## src/rtl/tile_pkg.sv

```systemverilog
// ---------------------------------------------------------------------------
// tile_pkg
// Shared definitions for the tilemap sequencer:
//   - default map geometry (tiles per row, rows per map, tile edge in pixels)
//   - bus widths (tile-map RAM address, tile index, pixel position)
//   - the sequencer FSM state encoding
//   - cnt_w(): counter width helper that never returns 0
// Optional build macro used by the sequencer: SKIP_EMPTY_TILE_EN.
// ---------------------------------------------------------------------------
package tile_pkg;

  localparam int MAP_W_DEF   = 20;
  localparam int MAP_H_DEF   = 15;
  localparam int TILE_PX_DEF = 8;

  localparam int ADDR_W = 9;  // tile-map RAM address width
  localparam int DATA_W = 8;  // tile index width
  localparam int POS_W  = 8;  // pixel coordinate width

  typedef enum logic [2:0] {
    IDLE       = 3'd0,
    FETCH      = 3'd1,
    WAIT_DATA  = 3'd2,
    ISSUE      = 3'd3,
    WAIT_START = 3'd4,
    WAIT_END   = 3'd5,
    ADVANCE    = 3'd6
  } state_t;

  // Width of a counter that must hold values 0..n-1 (at least one bit).
  function automatic int cnt_w(input int n);
    return (n <= 1) ? 1 : $clog2(n);
  endfunction

endpackage

```

## src/rtl/tilemap_sequencer_if.sv

```systemverilog
// ---------------------------------------------------------------------------
// tilemap_sequencer_if
// Bundles the sequencer's control, tile-map RAM and tile-drawer signals.
//
// Signals:
//   start         : one-cycle frame request (to sequencer)
//   busy          : sequencer is not in IDLE
//   frame_done    : one-cycle pulse after the last tile of a frame completes
//   map_rd_addr   : tile-map RAM read address
//   map_rd_data   : tile index, valid one cycle after its address
//   tile_address  : tile index presented to the drawer
//   x_pos, y_pos  : tile top-left pixel presented to the drawer
//   draw          : one-cycle draw request
//   drawer_active : drawer is rendering a tile
//   state         : current sequencer FSM state (debug visibility)
//
// Drawer handshake: draw is a single-cycle request with tile_address/x_pos/
// y_pos valid in that cycle and held until the next request. The drawer
// acknowledges by raising drawer_active (in the draw cycle itself or any
// later cycle) and signals completion by dropping drawer_active; only then
// does the sequencer move to the next tile.
//
// Modports:
//   master : the sequencer side
//   slave  : the environment side (RAM, drawer, frame controller)
// ---------------------------------------------------------------------------
interface tilemap_sequencer_if;
  import tile_pkg::*;

  logic              start;
  logic              busy;
  logic              frame_done;
  logic [ADDR_W-1:0] map_rd_addr;
  logic [DATA_W-1:0] map_rd_data;
  logic [DATA_W-1:0] tile_address;
  logic [POS_W-1:0]  x_pos;
  logic [POS_W-1:0]  y_pos;
  logic              draw;
  logic              drawer_active;
  state_t            state;

  modport master (
    input  start,
    input  map_rd_data,
    input  drawer_active,
    output busy,
    output frame_done,
    output map_rd_addr,
    output tile_address,
    output x_pos,
    output y_pos,
    output draw,
    output state
  );

  modport slave (
    output start,
    output map_rd_data,
    output drawer_active,
    input  busy,
    input  frame_done,
    input  map_rd_addr,
    input  tile_address,
    input  x_pos,
    input  y_pos,
    input  draw,
    input  state
  );

endinterface

```

## src/rtl/tile_cursor.sv

```systemverilog
// ---------------------------------------------------------------------------
// tile_cursor
// Walks the tile map in raster order. Holds column/row counters, the linear
// tile-map address (row*MAP_W+col) and the tile top-left pixel position
// (col*TILE_PX, row*TILE_PX). Every value is kept as a running counter so no
// multiplier is needed.
//
// Ports:
//   clk, reset : clock, synchronous active-high reset
//   clear_i    : return to tile (0,0)
//   advance_i  : step to the next tile; the last tile wraps to (0,0)
//   addr_o     : linear tile-map address of the current tile
//   x_o, y_o   : pixel position of the current tile
//   last_o     : current tile is the final tile of the map
// ---------------------------------------------------------------------------
module tile_cursor
  import tile_pkg::*;
#(
  parameter int MAP_W   = MAP_W_DEF,
  parameter int MAP_H   = MAP_H_DEF,
  parameter int TILE_PX = TILE_PX_DEF
) (
  input  logic              clk,
  input  logic              reset,
  input  logic              clear_i,
  input  logic              advance_i,
  output logic [ADDR_W-1:0] addr_o,
  output logic [POS_W-1:0]  x_o,
  output logic [POS_W-1:0]  y_o,
  output logic              last_o
);

  localparam int COL_W = cnt_w(MAP_W);
  localparam int ROW_W = cnt_w(MAP_H);

  localparam logic [COL_W-1:0] COL_LAST = COL_W'(MAP_W - 1);
  localparam logic [ROW_W-1:0] ROW_LAST = ROW_W'(MAP_H - 1);
  localparam logic [POS_W-1:0] STEP     = POS_W'(TILE_PX);

  logic [COL_W-1:0]  col_q,  col_d;
  logic [ROW_W-1:0]  row_q,  row_d;
  logic [ADDR_W-1:0] addr_q, addr_d;
  logic [POS_W-1:0]  x_q,    x_d;
  logic [POS_W-1:0]  y_q,    y_d;
  logic              last;

  assign last = (col_q == COL_LAST) && (row_q == ROW_LAST);

  always_comb begin
    col_d  = col_q;
    row_d  = row_q;
    addr_d = addr_q;
    x_d    = x_q;
    y_d    = y_q;
    if (clear_i || (advance_i && last)) begin
      col_d  = '0;
      row_d  = '0;
      addr_d = '0;
      x_d    = '0;
      y_d    = '0;
    end else if (advance_i) begin
      // Raster order means the linear address simply counts up.
      addr_d = addr_q + 1'b1;
      if (col_q == COL_LAST) begin
        col_d = '0;
        x_d   = '0;
        row_d = row_q + 1'b1;
        y_d   = y_q + STEP;
      end else begin
        col_d = col_q + 1'b1;
        x_d   = x_q + STEP;
      end
    end
  end

  always_ff @(posedge clk) begin
    if (reset) begin
      col_q  <= '0;
      row_q  <= '0;
      addr_q <= '0;
      x_q    <= '0;
      y_q    <= '0;
    end else begin
      col_q  <= col_d;
      row_q  <= row_d;
      addr_q <= addr_d;
      x_q    <= x_d;
      y_q    <= y_d;
    end
  end

  assign addr_o = addr_q;
  assign x_o    = x_q;
  assign y_o    = y_q;
  assign last_o = last;

endmodule

```

## src/rtl/tilemap_sequencer.sv

```systemverilog
// ---------------------------------------------------------------------------
// tilemap_sequencer
// On a start request, walks every tile of an MAP_W x MAP_H tile map, reads
// its tile index from the tile-map RAM and hands index plus pixel position
// to a tile drawer, waiting for each tile to finish before moving on. A
// frame_done pulse follows the last tile.
//
// Ports:
//   clk   : clock, all logic on posedge
//   reset : synchronous active-high reset (wins over start)
//   bus   : tilemap_sequencer_if.master (start, busy, frame_done, tile-map
//           RAM read port, drawer request/handshake, debug state)
//
// Build option:
//   SKIP_EMPTY_TILE_EN : when defined, tiles whose index is 0 are skipped
//                        without a draw request. When undefined, index 0 is
//                        drawn like any other tile.
//
// Per-tile sequence: FETCH (address out) -> WAIT_DATA (RAM latency) ->
// ISSUE (draw) -> WAIT_START (drawer acknowledge) -> WAIT_END (drawer done)
// -> ADVANCE (next tile or end of frame).
// ---------------------------------------------------------------------------
module tilemap_sequencer
  import tile_pkg::*;
#(
  parameter int MAP_W   = MAP_W_DEF,
  parameter int MAP_H   = MAP_H_DEF,
  parameter int TILE_PX = TILE_PX_DEF
) (
  input  logic                clk,
  input  logic                reset,
  tilemap_sequencer_if.master bus
);

  state_t            state_q, state_d;
  logic [DATA_W-1:0] tile_q,  tile_d;
  logic [POS_W-1:0]  x_q,     x_d;
  logic [POS_W-1:0]  y_q,     y_d;
  logic              ack_q,   ack_d;
  logic              done_q,  done_d;

  logic              cur_clear;
  logic              cur_adv;
  logic [ADDR_W-1:0] cur_addr;
  logic [POS_W-1:0]  cur_x;
  logic [POS_W-1:0]  cur_y;
  logic              cur_last;

  tile_cursor #(
    .MAP_W   (MAP_W),
    .MAP_H   (MAP_H),
    .TILE_PX (TILE_PX)
  ) u_cursor (
    .clk       (clk),
    .reset     (reset),
    .clear_i   (cur_clear),
    .advance_i (cur_adv),
    .addr_o    (cur_addr),
    .x_o       (cur_x),
    .y_o       (cur_y),
    .last_o    (cur_last)
  );

  always_comb begin
    state_d   = state_q;
    tile_d    = tile_q;
    x_d       = x_q;
    y_d       = y_q;
    ack_d     = ack_q;
    done_d    = 1'b0;
    cur_clear = 1'b0;
    cur_adv   = 1'b0;

    unique case (state_q)
      IDLE: begin
        if (bus.start) begin
          cur_clear = 1'b1;
          state_d   = FETCH;
        end
      end

      // Address is already on map_rd_addr; the RAM samples it this cycle.
      FETCH: state_d = WAIT_DATA;

      WAIT_DATA: begin
`ifdef SKIP_EMPTY_TILE_EN
        if (bus.map_rd_data == '0) begin
          state_d = ADVANCE;
        end else begin
          tile_d  = bus.map_rd_data;
          x_d     = cur_x;
          y_d     = cur_y;
          state_d = ISSUE;
        end
`else
        tile_d  = bus.map_rd_data;
        x_d     = cur_x;
        y_d     = cur_y;
        state_d = ISSUE;
`endif
      end

      // A drawer that answers within the draw cycle itself is remembered
      // here, otherwise a one-cycle active pulse would be missed.
      ISSUE: begin
        ack_d   = bus.drawer_active;
        state_d = WAIT_START;
      end

      WAIT_START: begin
        if (bus.drawer_active || ack_q) begin
          ack_d   = 1'b0;
          state_d = WAIT_END;
        end
      end

      WAIT_END: begin
        if (!bus.drawer_active) begin
          state_d = ADVANCE;
        end
      end

      ADVANCE: begin
        cur_adv = 1'b1;
        if (cur_last) begin
          done_d  = 1'b1;
          state_d = IDLE;
        end else begin
          state_d = FETCH;
        end
      end

      default: state_d = IDLE;
    endcase
  end

  always_ff @(posedge clk) begin
    if (reset) begin
      state_q <= IDLE;
      tile_q  <= '0;
      x_q     <= '0;
      y_q     <= '0;
      ack_q   <= 1'b0;
      done_q  <= 1'b0;
    end else begin
      state_q <= state_d;
      tile_q  <= tile_d;
      x_q     <= x_d;
      y_q     <= y_d;
      ack_q   <= ack_d;
      done_q  <= done_d;
    end
  end

  // Drawer outputs are registered copies so they stay put from one draw
  // request until the next, while the cursor has already moved on.
  assign bus.map_rd_addr  = cur_addr;
  assign bus.tile_address = tile_q;
  assign bus.x_pos        = x_q;
  assign bus.y_pos        = y_q;
  assign bus.draw         = (state_q == ISSUE);
  assign bus.busy         = (state_q != IDLE);
  assign bus.frame_done   = done_q;
  assign bus.state        = state_q;

endmodule

```

## src/flat_wrapper.sv

```systemverilog
// flat-port wrapper written by rule: the top's interface ports become plain ports
module tilemap_sequencer_flat import tile_pkg::*;
#(
  parameter int MAP_W   = MAP_W_DEF,
  parameter int MAP_H   = MAP_H_DEF,
  parameter int TILE_PX = TILE_PX_DEF
)
  (clk, reset, bus_start, bus_map_rd_data, bus_drawer_active, bus_busy, bus_frame_done, bus_map_rd_addr, bus_tile_address, bus_x_pos, bus_y_pos, bus_draw, bus_state);
  tilemap_sequencer_if bus_i ();
  input  logic clk;
  input  logic reset;
  input wire logic [$bits(bus_i.start)-1:0] bus_start;
  input wire logic [$bits(bus_i.map_rd_data)-1:0] bus_map_rd_data;
  input wire logic [$bits(bus_i.drawer_active)-1:0] bus_drawer_active;
  output wire logic [$bits(bus_i.busy)-1:0] bus_busy;
  output wire logic [$bits(bus_i.frame_done)-1:0] bus_frame_done;
  output wire logic [$bits(bus_i.map_rd_addr)-1:0] bus_map_rd_addr;
  output wire logic [$bits(bus_i.tile_address)-1:0] bus_tile_address;
  output wire logic [$bits(bus_i.x_pos)-1:0] bus_x_pos;
  output wire logic [$bits(bus_i.y_pos)-1:0] bus_y_pos;
  output wire logic [$bits(bus_i.draw)-1:0] bus_draw;
  output wire logic [$bits(bus_i.state)-1:0] bus_state;
  assign bus_i.start = bus_start;
  assign bus_i.map_rd_data = bus_map_rd_data;
  assign bus_i.drawer_active = bus_drawer_active;
  assign bus_busy = bus_i.busy;
  assign bus_frame_done = bus_i.frame_done;
  assign bus_map_rd_addr = bus_i.map_rd_addr;
  assign bus_tile_address = bus_i.tile_address;
  assign bus_x_pos = bus_i.x_pos;
  assign bus_y_pos = bus_i.y_pos;
  assign bus_draw = bus_i.draw;
  assign bus_state = bus_i.state;
  tilemap_sequencer #(.MAP_W(MAP_W), .MAP_H(MAP_H), .TILE_PX(TILE_PX)) u_core (.clk(clk), .reset(reset), .bus(bus_i));
endmodule
```

## config.mk

```make
export PLATFORM = sky130hd
export DESIGN_NAME = tilemap_sequencer_flat
export DESIGN_NICKNAME = d
export VERILOG_FILES = /design/src/rtl/tile_pkg.sv /design/src/rtl/tilemap_sequencer_if.sv /design/src/rtl/tile_cursor.sv /design/src/rtl/tilemap_sequencer.sv /design/src/flat_wrapper.sv
export SDC_FILE = /design/constraint.sdc
export NUM_CORES = 1
export LEC_CHECK = 0
export CAP_MARGIN = 40
export CORE_ASPECT_RATIO = 0.6
export CORE_MARGIN = 3
export CORE_UTILIZATION = 45
export CTS_CLUSTER_SIZE = 14
export DETAILED_ROUTE_END_ITERATION = 7
export PLACE_DENSITY = 0.73
export SETUP_SLACK_MARGIN = 0.15
export SLEW_MARGIN = 20
export SYNTH_ARGS = -nofsm -noshare
export SYNTH_HDL_FRONTEND = slang
export SYNTH_SLANG_ARGS = --single-unit
```

## constraint.sdc

```tcl
create_clock -name clk -period 2.3 [get_ports clk]
set_clock_uncertainty 0.15 [all_clocks]
set_input_delay 0.345 -clock clk [delete_from_list [all_inputs] [get_ports clk]]
set_output_delay 0.345 -clock clk [all_outputs]
set_load 0.005 [all_outputs]
```

---- Word level (Yosys, flattened, before mapping) ----
Index checks and enable logic that the tools add are counted.
cells by class
  $add $sub $neg .......................... 5
  equal/unequal tests ..................... 11
  muxes and demuxes ....................... 13
  bitwise operators ....................... 1
  reduce and logical (&&, ||, !) cells .... 12
operators with widths
  kind                 count
  $pmux 3 s7           1
  $add 8x4->8 const B  2
  $add 9x1->9 const B  1
  $eq 3x3->1 const B   3
  $mux 3               3
  $mux 8               1
  $eq 3x2->1 const B   2
  $mux 1               6
  $add 5x1->5 const B  1
  $eq 5x5->1 const B   1
  $mux 5               1
  $add 4x1->4 const B  1
  $eq 4x4->1 const B   1
  $ne 2x2->1 const B   2
  $reduce_and 2->1     2
  $reduce_or 2->1      2
  $eq 3x1->1 const B   1
  $logic_not 3->1      1
  $reduce_and 3->1     1
  $reduce_bool 3->1    1
  $logic_and 1x1->1    2
  $logic_or 1x1->1     2
  $ne 2x1->1 const B   1
  $pmux 1 s2           1
  other kinds (2)      2
storage, ports and cells
  flip-flop bits (word level) ............. 63
  output and inout port bits .............. 39
  word-level logic and storage cells ...... 53

---- Longest topological paths before layout ----
Gate-level depths: netlist of the first run.
  depth in word-level cells ............... 5
  mapped depth ............................ 7
  mapped depth without buffers ............ 6

---- Modules after synthesis ----
Synthesis of the first run repeated with hierarchy kept, for this count alone.
second synthesis, totals
  cell total of the unflattened synthesis .. 297
  area, all modules ....................... 2549.9 um^2
modules (own cells, without submodules)
  module             times used  cells each  area an instance (um^2)  sequential area each (um^2)
  tile_cursor        1           160         1410.1                   560.5
  tilemap_sequencer  1           137         1139.8                   580.6

---- Worst setup path before layout of the first run ----
No wires, ideal clock.
  path type ............................... register to register
  start ................................... register u_core.u_cursor.col_q[0]
  end ..................................... register u_core.u_cursor.addr_q[7] (netlist: u_core.u_cursor.addr_o[7])
  arrival time ............................ 1.383 ns
  data required time ...................... 2.035 ns
  path slack .............................. 0.652 ns
  stages on the path, launching flop included .. 8
  path buffers ............................ 2
  clock period less this slack ............ 1.648 ns
  path through ............................ dfxtp_1 > ha_1 > nor4bb_1 > buf_4 > nand3_1 > nand2_2 > buf_6 > nor2_1
between the ends
  longest elaborated chain between the ends .. 5
RTL lines
  element                    line               source
  from (decl)                tile_cursor.sv:40  logic [COL_W-1:0] col_q, col_d;
  from (signal assigned)     tile_cursor.sv:84  col_q <= col_d;
  $eq 5x5->1                 tile_cursor.sv:47  assign last = (col_q == COL_LAST) && (row_q == ROW_LAST);
  $logic_and 1x1->1          tile_cursor.sv:47
  $logic_and 1x1->1          tile_cursor.sv:55  if (clear_i || (advance_i && last)) begin
  $logic_or 1x1->1           tile_cursor.sv:55
  $reduce_or 2->1 (no line)  n/a
  to (signal assigned)       tile_cursor.sv:86  addr_q <= addr_d;
  to (decl)                  tile_cursor.sv:42  logic [ADDR_W-1:0] addr_q, addr_d;
No other way between the ends.
A chain may end at the register's enable or synchronous reset.

---- Worst setup path in the final report of the first run ----
  start ................................... register u_core.state_q[1] (netlist: u_core.bus.state[1])
  end ..................................... output bus_draw
between the ends
  longest elaborated chain between the ends .. 1
RTL lines
  element                 line                      source
  from (decl)             tilemap_sequencer.sv:35   state_t state_q, state_d;
  from (signal assigned)  tilemap_sequencer.sv:146  state_q <= state_d;
  $eq 3x2->1              tilemap_sequencer.sv:161  assign bus.draw = (state_q == ISSUE);
  to (decl)               flat_wrapper.sv:21        output wire logic [$bits(bus_i.draw)-1:0] bus_draw;
No other way between the ends.

==> run summary, run 1 <==
The run finished with clean final reports. In this design, the largest share of critical-path delay is due to buffers and inverters. In this run the standard cell core region covers 4640 um^2. The number of buffers on the longest clock path came out at 2. The critical path contains buffers and inverters numbering 2 combined. The count of H-tree levels built during CTS is 2.

The critical path arrival came out at 1.52 ns. The accumulated negative setup slack came out at 0 ns. The number of antenna diodes in the final layout is 0. Setup repair after global routing left no endpoint under its margin. After technology mapping, the gate count stands at 258.

Counting flops with an async set or reset pin after synthesis yields a share of 0%. The total number of yosys warnings is 0. The worst min-delay path category is register to register. The endpoint class of the critical path is a primary output. The growth of design area from synthesis to finish is 26.3%. A synthesized cell averages 8.52 um^2.

In the synthesized netlist the dominant register cell turns out to be dfxtp_1. TritonCTS built the clock tree. The initial antenna violation count came out at 0. IR analysis of the VDD net gives a maximum drop of 300 uV. The clock net in this run drives a total of 51 sinks.

The total via count in the routed design came out at 1793. The clock latency on the worst-skew pair came out at 0.30 ns. The placed instance area came out at 2650 um^2. The power per unit of standard cell area is 610 nW/um^2.

Max-cap violations in this run came to 0. The final count of negative-setup-slack endpoints is 0. The worst hold slack after final layout is 0.306 ns. Of the cells placed in the final design, the portion with a size suffix greater than 1 is 7.28%. By area the synthesized netlist is led by dfxtp_1 (46%), nand2_1 (8.7%), a21oi_1 (6.6%). The first-pass iteration count of the detailed router is 4.

The net count of the finished layout came out at 319. The final worst-path cycle share is 87.8%. The final number of hold-violating endpoints came out at 0. In this run, synthesis produced a sequential element count of 51. The routed wire length per instance came out at 13.0 um.

The post-route cell area is 2770 um^2. The synthesized area is 2200 um^2. The number of flops mapped to enable cells by yosys came out at 0.

The total of buffers placed on input and output ports is 44. The post-detailed-route count of antenna-violating nets is 0. The signal on the critical path passes through nor2b_4 > nand2_1 > inv_1 > clkdlybuf4s50_1. The average vias per placed instance came out at 4.91.

In the routed design, unresolved DRC markers number 0. The row count came out at 19. The largest net degree at the start of global routing is 25. The detailed placement HPWL came out at 3350 um. The largest single stage delay on the critical path is 0.50 ns.

The library cell contributing the largest single delay on the critical path is clkdlybuf4s50_1. The number of pins with negative max-slew slack in the final report is 0. The number of global-route vias before repair is 1639. The first-iteration detailed-routing DRC count is 76.

Sequential elements use 46.5% of the synthesized area. dfxtp_1 takes more of the synthesized area than any other cell. The global-route total usage across every layer is 17.2%. Counting distinct cell types in the post-synthesis netlist gives 38. The boundary pin count came out at 51. The tree is rooted in a clkbuf_8. The clock transition at the registers of the reported paths came out at 0.09 ns. The number of buffers inserted to repair setup after CTS is 0. The analysis attributes to cell leakage a power of 1.01 nW. The data required time of the worst path is 1.80 ns.

The fraction of post-synthesis cell area in the top cell type by area is 46.5%. The die outline area is 5780 um^2. At the end of routability-driven placement, the weighted congestion stood at 0.723.

The post-route minimum period came out at 2.02 ns. The floorplan step set the die width to 96.2 um. The total CTS buffers is 5.

The critical path is of the register to primary output type. The routed design has 4750 um of wire. Along the worst path, the maximum fanout reaches 4. The worst setup path is launched from a register. The die span in y came out at 60.1 um. The aggregate global routing overflow came out at 0. The fmax came out at 495 MHz. The global-route wire length before repair is 7710 um.

The starting utilization of the core area came out at 47.4%.
[path summary, 6_finish.rpt]
check / startpoint / slack [ns] / end / depth (start not counted)
worst max-delay path: u_core.bus.state[1] / 0.28 / bus_draw / 4
worst min-delay path: u_core.bus.tile_address[0] / 0.31 / u_core.bus.tile_address[0] / 2
worst max register to register: u_core.u_cursor.col_q[0] / 0.46 / u_core.u_cursor.y_o[3] / 6
worst min register to register: u_core.bus.tile_address[0] / 0.31 / u_core.bus.tile_address[0] / 2
[layer usage]
layer,up-vias,GRT usage [%],share of wire (%)
li1,926,-,-
met1,822,24.1,50
met2,43,26.8,44
met3,2,4.15,6.2
met4,0,4.25,0.17
met5,-,0,0
[metrics by stage]
stage / setup WS [ns] / instances / util (%) / power [mW]
3_5_place_dp: 0.399 / 357 / 57.1 / 1.07
6_report: 0.281 / 365 / 59.8 / 1.69
5_1_grt: 0.163 / 365 / 59.8 / 1.76
4_1_cts: 0.191 / 365 / 59.7 / 1.70
2_1_floorplan: 0.652 / 263 / - / 1.02
3_3_place_gp: 0.425 / 357 / 57.1 / 1.07
[area by class of cell]
| type | instances | area [um^2] |
|---|---|---|
| clock buffer | 6 | 82.6 |
| clock inverter | 2 | 35.0 |
| fill | 431 | 1860 |
| inverter | 4 | 15.0 |
| multi-input combinational | 188 | 1050 |
| sequential | 51 | 1020 |
| tap | 63 | 78.8 |
| timing repair buffer | 51 | 493 |
[report_power, final]
| group | total, mW | leakage (nW) | switching (mW) | internal (mW) |
|---|---|---|---|---|
| clock | 0.637 | 0.0612 | 0.285 | 0.352 |
| sequential | 0.908 | 0.412 | 0.0128 | 0.895 |
| combinational | 0.146 | 0.535 | 0.0742 | 0.0716 |
[tightest hold or removal path: cells and delay by family, from the launching register on]
kind,cells,cell delay (ns)
flip-flops,1,0.32
AO/OA/AOI/OAI,1,0.05
AND/OR/NAND/NOR,1,0.05
[cell families after synthesis]
logic type                 Yosys count  synth area share (%)
other                                1                 0.171
and+or+nand+nor                    116                  24.6
AOI/OAI and AO/OA                   39                  9.97
xor gates and xnor gates            21                  8.37
DFF                                 51                  46.5
adders and majority gates            6                  3.42
buffers and inverters               24                  7.00
[cell usage after synthesis, drive strengths merged (4+ instances only)]
cell type and count:
nand4 9, nor2b 5, nand2 52, a21oi 29, buf 17, dfxtp 51
xnor2 8, inv 4, and3 4, xor2 13, nor2 29, ha 6
[timing repair]
item	CTS	global route
hold buffers	0	0
gates resized for setup	0	3
endpoints found under the setup margin	0	1
[state kept, by name, summed over array words and instances (netlist names)]
register / flops
u_core.ack_q: 1
u_core.bus.state: 3
u_core.bus.y_pos: 5
u_core.bus.x_pos: 5
u_core.u_cursor.addr_o: 9
u_core.u_cursor.row_q: 4
u_core.bus.tile_address: 8
u_core.u_cursor.col_q: 5
u_core.u_cursor.y_o: 5
u_core.bus.frame_done: 1
u_core.u_cursor.x_o: 5
[placed cells by master, fill, tap and decap left out, drive strengths merged, types with 7 or more instances in the layout]
cell type	n
xor2	13
xnor2	8
buf	7
a21oi	29
dfxtp	51
nand2	52
nor2	29
clkdlybuf4s50	44
nand4	9
Note: power is estimated with default switching activity, not from simulation.
==> run 2: changes to the inputs <==
--- a/config.mk
+++ b/config.mk
@@ -13,7 +13,7 @@
 export DETAILED_ROUTE_END_ITERATION = 7
 export PLACE_DENSITY = 0.73
 export SETUP_SLACK_MARGIN = 0.15
-export SLEW_MARGIN = 20
+export SLEW_MARGIN = 0
 export SYNTH_ARGS = -nofsm -noshare
 export SYNTH_HDL_FRONTEND = slang
 export SYNTH_SLANG_ARGS = --single-unit
==> results of run 2 <==
No change in the layout: final DEF, timing and power equal those of run 1.
==> run 3: changes to the inputs <==
--- a/config.mk
+++ b/config.mk
@@ -12,7 +12,6 @@
 export CTS_CLUSTER_SIZE = 14
 export DETAILED_ROUTE_END_ITERATION = 7
 export PLACE_DENSITY = 0.73
-export SETUP_SLACK_MARGIN = 0.15
 export SLEW_MARGIN = 0
 export SYNTH_ARGS = -nofsm -noshare
 export SYNTH_HDL_FRONTEND = slang
==> run 3 against run 2 <==
  * Global-route usage unchanged
  * Non-clock buffer count unchanged
  * Worst hold slack about the same
  * Total power increased by 0.13%
  * Count of clock-buffer cells in the layout unchanged
  * First-iteration DRC count decreased by 9.2%
  * Critical path depth unchanged
  * Cell area decreased by 0.27%
  * Critical path type unchanged
==> run summary, run 3 (synthesis gave the netlist of run 1 again) <==
The worst hold path begins at u_core.bus.tile_address[0]. The worst setup path is captured at a primary output. The maximum net fanout on the critical path came out at 10. The detailed placement HPWL came out at 3350 um. The count of H-tree levels built during CTS is 2.

The data required time of the worst path is 1.80 ns. The run finished with clean final reports. The post-route netlist has 6.62% of its cells at a drive strength greater than 1. The peak per-stage delay on the critical path is 0.50 ns. The worst path needs 2.09 ns of the cycle, external delays included. The floorplan has 19 rows. In this run the clock root is driven by a clkbuf_8. The post-detailed-routing wire length is 4740 um. The total CTS buffers came out at 5.

The total via count in the routed design came out at 1790. The critical path is of the register to primary output type. After clock tree synthesis, the clock-pin slew on the worst setup and hold paths is 0.09 ns. TritonCTS built the clock tree. The worst-case vdd ir drop is 302 uV.

The first TritonRoute pass finished after 4 iterations. The number of maximum-capacitance constraint violations is 0. The remaining routing DRC violations is 0. The multi-input combinational cell area came out at 1040 um^2. Data arrives at the worst endpoint at 1.60 ns. Setup violations remaining at the end of the flow were counted as 0. The kind of cell adding the most delay to the critical path is buffers and inverters.

The sequential cell area came out at 1020 um^2. The routed wire length per instance is 13.0 um. The critical path starts at u_core.bus.state[2].

The die span in y came out at 60.1 um. The aggregate global routing overflow came out at 0. The initial antenna violation count came to 0. The global-route wire length before repair came out at 7710 um. The detail route stage leaves a number of antenna-violating nets equal to 0.

Hold is met by 0.307 ns. The starting utilization of the core area is 47.4%. The boundary pin count is 51. Setup repair after global routing left no endpoint under its margin. The worst hold path belongs to the class register to register. The growth of design area from synthesis to finish came out at 25.9%. The fmax came out at 478 MHz.

The number of pins with negative max-slew slack in the final report came to 0. In this run the tool buffered the top-level ports with 44 buffer cells. The clock passes through at most 2 buffers. Walking the worst path, the cells encountered are nor2b_2 > nand2_1 > inv_1 > clkdlybuf4s50_1. The number of buffers and inverters on the critical path came out at 2. The clock latency on the worst-skew pair is 0.30 ns. The antenna cell count came out at 0. STA classifies the critical path startpoint as a register. The largest net degree at the start of global routing is 25. The total core area is 4640 um^2. The number of flip-flops in the largest register is 9.

The power per unit of standard cell area is 612 nW/um^2. The hold-fix buffer count after cts came out at 0. The final number of hold-violating endpoints is 0. The die outline area is 5780 um^2.

Gates resized during post-CTS repair numbered 0. The beginning of the worst register-to-register path is u_core.u_cursor.col_q[0]. The number of global-route vias before repair was 1639.

The total clock sinks came out at 51. The die is 96.2 um wide. Dividing the final minimum period by the clock period gives 90.9%.

The net count of the finished layout is 319. The standby leakage power is 1.01 nW. The number of buffers inserted to repair setup after CTS came out at 0.

Global routing consumed, over all layers together, 17.2% of the routing resources. The library cell contributing the largest single delay on the critical path is clkdlybuf4s50_1. The first-iteration detailed-routing DRC count came out at 69. In the layout the commonest cells are nand2_1 (51), dfxtp_1 (51), clkdlybuf4s50_1 (44). The global placer's final weighted congestion is 0.723. After detailed routing, the number of vias per cell comes to 4.90. In the final timing run, aggregate negative setup slack is 0 ns. The number of fill cells in the layout came out at 431.
==> run 3: cell counts in the layout (fill, tap and decap cells not counted) <==
Identical to the previous run, type by type.
==> run 3: final timing paths <==
path                                                    to  slack [ns]  cells after the start
worst max-delay path                              bus_draw        0.21                      4
worst min-delay path            u_core.bus.tile_address[0]        0.31                      2
worst max register to register      u_core.u_cursor.y_o[3]        0.47                      6
worst min register to register  u_core.bus.tile_address[0]        0.31                      2
==> run 3: worst reg2reg max path, stage by stage (launching register included) <==
cell	delay (ns)
dfxtp_1	0.39
ha_1	0.19
nor4bb_1	0.27
buf_4	0.20
nand3_1	0.12
nand2_2	0.31
nor2_1	0.10
==> run 3: layout make-up <==
cell class | count | share of cell area (%)
multi-input combinational | 188 | 37.6
sequential | 51 | 36.9
timing repair buffer | 51 | 17.8
clock buffer | 6 | 2.99
tap | 63 | 2.85
clock inverter | 2 | 1.27
inverter | 4 | 0.543
==> run 3: layer usage <==
metal,track usage [%],wire length [um],share of wire (%)
met5,0,0,0
met4,4.25,27,0.57
met3,4.15,286,6.0
met2,26.8,2000,42
met1,24.1,2430,51
==> run 3: through the flow <==
stage | setup slack [ns] | area (um^2) | power (mW) | cells | util (%)
after floorplan | 0.652 | 2220 | 1.02 | 263 | -
after global placement | 0.425 | 2650 | 1.07 | 357 | 57.1
after detailed placement | 0.399 | 2650 | 1.07 | 357 | 57.1
after CTS | 0.191 | 2770 | 1.70 | 365 | 59.7
after global routing | 0.0513 | 2770 | 1.75 | 365 | 59.7
final | 0.209 | 2770 | 1.69 | 365 | 59.7
==> run 3: where the power goes <==
| group | total (mW) | internal, mW | switching [mW] |
|---|---|---|---|
| Clock | 0.641 | 0.352 | 0.289 |
| Combinational | 0.145 | 0.0704 | 0.0746 |
| Sequential | 0.907 | 0.895 | 0.0125 |
